## src/rtl/multicycle_ctrl.sv

```systemverilog
// multicycle_ctrl: registered FETCH/DECODE/EXEC/MEM/WB sequencer owning the PC, with illegal-opcode trap and retire-count halt.
module multicycle_ctrl #(
    parameter int              XLEN      = 32,
    parameter logic [XLEN-1:0] RESET_PC  = 'h28,
    parameter int              MAX_INSTR = 0,
    parameter int              CNT_W     = 16
) (
    input  logic             clk,
    input  logic             rst_n,
    input  logic [31:0]      ins,
    input  logic             zero,
    input  logic [XLEN-1:0]  jTarget,
    input  logic [XLEN-1:0]  branch,
    output logic [XLEN-1:0]  pc,
    output logic [XLEN-1:0]  pcp4,
    output logic [31:0]      ir,
    output logic             RegWrite,
    output logic             ALUSrc,
    output logic [2:0]       op,
    output logic             MemRead,
    output logic             MemWrite,
    output logic             Mem2Reg,
    output logic             Link,
    output logic [2:0]       state,
    output logic             halted,
    output logic             illegal,
    output logic [CNT_W-1:0] retired
);
    typedef enum logic [2:0] {
        S_FETCH  = 3'd0,
        S_DECODE = 3'd1,
        S_EXEC   = 3'd2,
        S_MEM    = 3'd3,
        S_WB     = 3'd4,
        S_HALT   = 3'd7
    } state_t;

    state_t           r_state, w_state_nxt;
    logic [XLEN-1:0]  r_pc, w_pc_nxt;
    logic [31:0]      r_ir;
    logic [CNT_W-1:0] r_retired, w_ret_inc;
    logic             r_illegal, w_retire, w_hit, w_active;
    logic             w_r, w_i, w_ld, w_st, w_beq, w_jal, w_legal;
    logic [2:0]       w_rop;

    assign w_r     = r_ir[6:0] == 7'h33;
    assign w_i     = r_ir[6:0] == 7'h13;
    assign w_ld    = r_ir[6:0] == 7'h03;
    assign w_st    = r_ir[6:0] == 7'h23;
    assign w_beq   = r_ir[6:0] == 7'h63;
    assign w_jal   = r_ir[6:0] == 7'h6F;
    assign w_legal = w_r | w_i | w_ld | w_st | w_beq | w_jal;

    assign pcp4      = r_pc + XLEN'(4);
    assign w_ret_inc = r_retired + CNT_W'(1);
    assign w_hit     = (MAX_INSTR != 0) && (w_ret_inc == CNT_W'(MAX_INSTR));

    always_ff @(posedge clk) begin
        if (!rst_n) begin
            r_state   <= S_FETCH;
            r_pc      <= RESET_PC;
            r_ir      <= '0;
            r_retired <= '0;
            r_illegal <= 1'b0;
        end else begin
            r_state <= w_state_nxt;
            r_pc    <= w_pc_nxt;
            if (r_state == S_FETCH) r_ir <= ins;
            if (w_retire) r_retired <= w_ret_inc;
            if (r_state == S_DECODE && !w_legal) r_illegal <= 1'b1;
        end
    end

    always_comb begin
        w_retire    = 1'b0;
        w_pc_nxt    = r_pc;
        w_state_nxt = r_state;
        case (r_state)
            S_FETCH:  w_state_nxt = S_DECODE;
            S_DECODE: w_state_nxt = w_legal ? S_EXEC : S_HALT;
            S_EXEC: begin
                w_retire    = w_beq;
                w_pc_nxt    = w_beq ? (zero ? branch : pcp4) : r_pc;
                w_state_nxt = (w_ld || w_st) ? S_MEM : S_WB;
            end
            S_MEM: begin
                w_retire    = w_st;
                w_pc_nxt    = w_st ? pcp4 : r_pc;
                w_state_nxt = S_WB;
            end
            S_WB: begin
                w_retire = 1'b1;
                w_pc_nxt = w_jal ? jTarget : pcp4;
            end
            default: ;
        endcase
        if (w_retire) w_state_nxt = w_hit ? S_HALT : S_FETCH;
    end

    always_comb begin
        w_rop = 3'b010;
        case (r_ir[14:12])
            3'b000:  w_rop = r_ir[30] ? 3'b110 : 3'b010;
            3'b111:  w_rop = 3'b000;
            3'b110:  w_rop = 3'b001;
            3'b010:  w_rop = 3'b111;
            default: ;
        endcase
    end

    // op/ALUSrc stay at their EXEC values through MEM and WB so the ALU result remains stable
    assign w_active = r_state inside {S_EXEC, S_MEM, S_WB};
    assign op       = !w_active ? 3'b010 : w_r ? w_rop : w_beq ? 3'b110 : 3'b010;
    assign ALUSrc   = w_active && !(w_r || w_beq);
    assign MemRead  = r_state == S_MEM && w_ld;
    assign MemWrite = r_state == S_MEM && w_st;
    assign RegWrite = r_state == S_WB;
    assign Mem2Reg  = r_state == S_WB && w_ld;
    assign Link     = r_state == S_WB && w_jal;

    assign pc      = r_pc;
    assign ir      = r_ir;
    assign state   = r_state;
    assign halted  = r_state == S_HALT;
    assign illegal = r_illegal;
    assign retired = r_retired;
endmodule

```

## config.mk

```make
export PLATFORM = sky130hd
export DESIGN_NAME = multicycle_ctrl
export DESIGN_NICKNAME = d
export VERILOG_FILES = /design/src/rtl/multicycle_ctrl.sv
export SDC_FILE = /design/constraint.sdc
export NUM_CORES = 1
export LEC_CHECK = 0
export BUFFER_PORTS_ARGS = -buffer_cell sky130_fd_sc_hd__clkbuf_2
export CAP_MARGIN = 20
export CELL_PAD_IN_SITES_DETAIL_PLACEMENT = 1
export CELL_PAD_IN_SITES_GLOBAL_PLACEMENT = 1
export CORE_ASPECT_RATIO = 1.75
export CORE_MARGIN = 5
export CORE_UTILIZATION = 30
export DETAILED_ROUTE_END_ITERATION = 10
export PLACE_DENSITY_LB_ADDON = 0.25
export SLEW_MARGIN = 0
export SYNTH_ARGS = -nofsm -noshare
export SYNTH_HDL_FRONTEND = slang
export SYNTH_SLANG_ARGS = --single-unit
```

## constraint.sdc

```tcl
create_clock -name clk -period 3.4 [get_ports clk]
set_clock_uncertainty 0.15 [all_clocks]
set_input_delay 0.17 -clock clk [delete_from_list [all_inputs] [get_ports clk]]
set_output_delay 0.17 -clock clk [all_outputs]
set_load 0.1 [all_outputs]
```

==> impl_results.md <==
- Rows: 60
- Number of global-route vias before repair: 5980
- CP endpoint kind: primary output
- Worst setup path startpoint: pc[2]$_SDFFE_PN0P_
- # IOs: 225
- PnR worst setup slack: 0.1816 ns
- All-Layer GR Usage: 22.35%
- CTS root buffer: clkbuf_16
- Layout cells sized above 1: 36.99%
- Syn Inst Count: 599
- DR vias/cell: 5.360
- CTS tree: built
- Antenna-violating nets left: 0
- Int Pwr: 2.859 mW
- # H-tree levels: 3
- Register share of total power: 21.1%
- Place WS: 0.4841 ns
- Slew Limit Headroom: 30.14%
- Worst-skew pair later-pin latency: 0.34 ns
- Synth warn: 0
- Post-Syn Area: 4638 sq um
- Global placer's final weighted congestion: 0.8613
- Seq cells post-synth: 84
- Gr busiest metal: met2
- Hold WC Path Type: in2reg
- Clock group share of total power: 11.8%
- Core Footprint: 15310 sq um
- Worst path required time: 3.08 ns
- Final nets: 953
- Slowest CP cell: or4_4
- N_diodes: 0
- Unique masters post-synth: 60
- Worst-path clk slew: 0.07 ns
- Die width: 104.0 um
- Crit Path Class: reg2out
- Largest net degree at the start of global routing: 49
- Global Route met3 Usage: 7.135%
- Post-layout util: 46.21%
- Status: finished clean
- Dpl cells: 980
- TritonCTS Buffers: 9
- Peak supply drop: 0.0005733 V
- Comb pwr share: 67.1%
- Max stage delay on crit path: 0.67 ns
- Initial antenna violation count: 1
- DR vias: 5591
- Psw: 5.329 mW
- RSZ-0062 raised after global routing: false
- Crit path launch type: flip-flop
- DRT iter0 DRCs: 154
- Fin. Hold Viols: 0
- M2 GR Usage: 42.04%
- Max_cap viols: 0
- Clock Tree Buf Depth: 2
- Met1 GRT Util: 22.34%
- Drt drc: 0
- Post-synth EDFFs: 0
- CP Max Fanout: 8
- HP Start: branch[12]
- Finished Cell Area: 7077 sq um
- Die area: 18140 sq um
- Maximum clock rate: 310.7 MHz
- Non-filler cells, final: 1043
- WP data arrival: 2.90 ns
- Overflow after GRT: 0
- Tmin final: 3.218 ns
- Synth Net Count: 700
- Filler Cells Inserted: 1884
- Placed Area: 6309 sq um
- Final Max Slew Viols: 0
- Tightest Pin Transition: 1.037 ns
- First-pass GRT wire length: 32.86 mm
- Setup TNS: 0 ns
- PwrDens: 1157 nW/um^2
- Worst-path cell chain: ha_1, nand4_1, or4_4, nor4_2, xor2_4, buf_2
- Post-DP HPWL: 15.53 mm
- DIE HEIGHT: 174.5 um
- Total wire length: 20.73 mm
- Worst r2r src: state[0]$_SDFFE_PP0P_
- Most frequent cells in the layout: clkbuf_2 (222), nand2_1 (104), dfxtp_1 (72), a21oi_1 (61), dlygate4sd3_1 (46)
- Synthesized area per cell: 7.743 sq um
- Layout area overhead: 52.58%
- Sequential area share after synthesis: 36.26%
- # clock sinks: 84
- Finish-stage setup viols: 0
- Routed len/inst: 19.88 um
- Fin crit share: 94.66%
- Starting Density: 30.29%
- Drt first pass iters: 6
- Commonest non-fill, non-tap cell in the layout: clkbuf_2
- Post-synth ARST share: 0%
- Top_reg_cell synth: dfxtp_1
- Leakage power: 3.138 nW
- Port Buf Inserts: 224
- Switching share of power: 65.09%
## per-layer routing
metal / vias to the layer above / share of wire [%]
met5: - / 0.063
met4: 2 / 3.7
met3: 42 / 7.7
met2: 195 / 54
met1: 2699 / 35
li1: 2653 / -
## power by group through the flow
stage	sequential, mW	clock, mW	combinational (mW)
after CTS	1.73	0.993	5.46
after floorplan	3.56	0	2.51
after global placement	1.72	0	5.33
after global routing	1.79	1.04	5.73
final	1.73	0.962	5.50
after detailed placement	1.75	0	5.38
## final timing paths
kind         slack, ns  depth (start not counted)                   to
min reg2reg       0.31                          2  ir[15]$_SDFFE_PN0N_
max               0.18                          6             pcp4[28]
max reg2reg       0.58                          8  pc[21]$_SDFFE_PN0P_
min              0.006                          3  pc[12]$_SDFFE_PN0P_
## registers in the layout (all words and copies together), names as in the netlist
signal and flops:
ir 32, retired 16, pc 32, illegal 1, state 3
## cell type report
type,count,area [sq um],share of cell area (%)
Multi-Input combinational cell,463,3097,43.76
Timing Repair Buffer,287,1744,24.65
Sequential cell,84,1697,23.97
Tap cell,186,232.7,3.289
Clock buffer,9,225.2,3.182
Clock inverter,7,55.05,0.7779
Inverter,7,26.28,0.3713
## kinds of logic (layout without fill, tap and decap cells)
| kind of cell | count (synthesis) | in the layout | share of synthesized area (%) |
|---|---|---|---|
| and+or+nand+nor | 245 | 245 | 26.36 |
| AOI/OAI and AO/OA | 171 | 171 | 23.15 |
| DFF | 84 | 84 | 36.26 |
| buffers and inverters | 52 | 310 | 4.748 |
| xor gates and xnor gates | 42 | 42 | 8.255 |
| muxes | 3 | 3 | 0.7013 |
| adders and majority gates | 2 | 2 | 0.5394 |
## critical path: cells and delay by family (launching register included)
family,cells,cell delay [ns]
flip-flops,1,0.39
AND/OR/NAND/NOR,3,1.32
adder cells (fa/ha/maj),1,0.22
XOR/XNOR,1,0.18
buffers and inverters,1,0.45
## synth_stat cells, types with 4 or more instances
library cell / n / share of area, %
nand2_1: 104 / 8.4
dfxtp_1: 84 / 36
a21oi_1: 62 / 6.7
nor2_1: 44 / 3.6
o21ai_0: 34 / 3.7
clkbuf_1: 30 / 2.4
xnor2_1: 26 / 4.9
nand3_1: 23 / 2.5
a221oi_1: 21 / 4.0
nand4_1: 15 / 2.0
xor2_1: 14 / 2.6
nor3_1: 13 / 1.4
a22oi_1: 8 / 1.3
buf_2: 8 / 0.86
nor4_1: 8 / 1.1
o21bai_1: 8 / 1.3
a31oi_1: 7 / 0.94
and3_1: 5 / 0.67
a211oi_1: 4 / 0.65
a311oi_1: 4 / 0.76
buf_1: 4 / 0.32
nand2b_1: 4 / 0.54
o211ai_1: 4 / 0.65
o21a_1: 4 / 0.65
o21ai_1: 4 / 0.43
## per-stage QoR
step | hold WS (ns) | power [mW]
after floorplan | 0.1560 | 6.072
after global placement | 0.2427 | 7.054
after detailed placement | 0.2528 | 7.132
after CTS | 0.008788 | 8.183
after global routing | 0.03584 | 8.561
final | 0.005988 | 8.188
## timing repair
action	in CTS	in global routing
hold buffers	46	0
resized for setup	0	1
setup endpoints to repair	0	1
buffers inserted	0	0
endpoints found under the hold margin	42	0
Note: power is estimated with default switching activity, not from simulation.
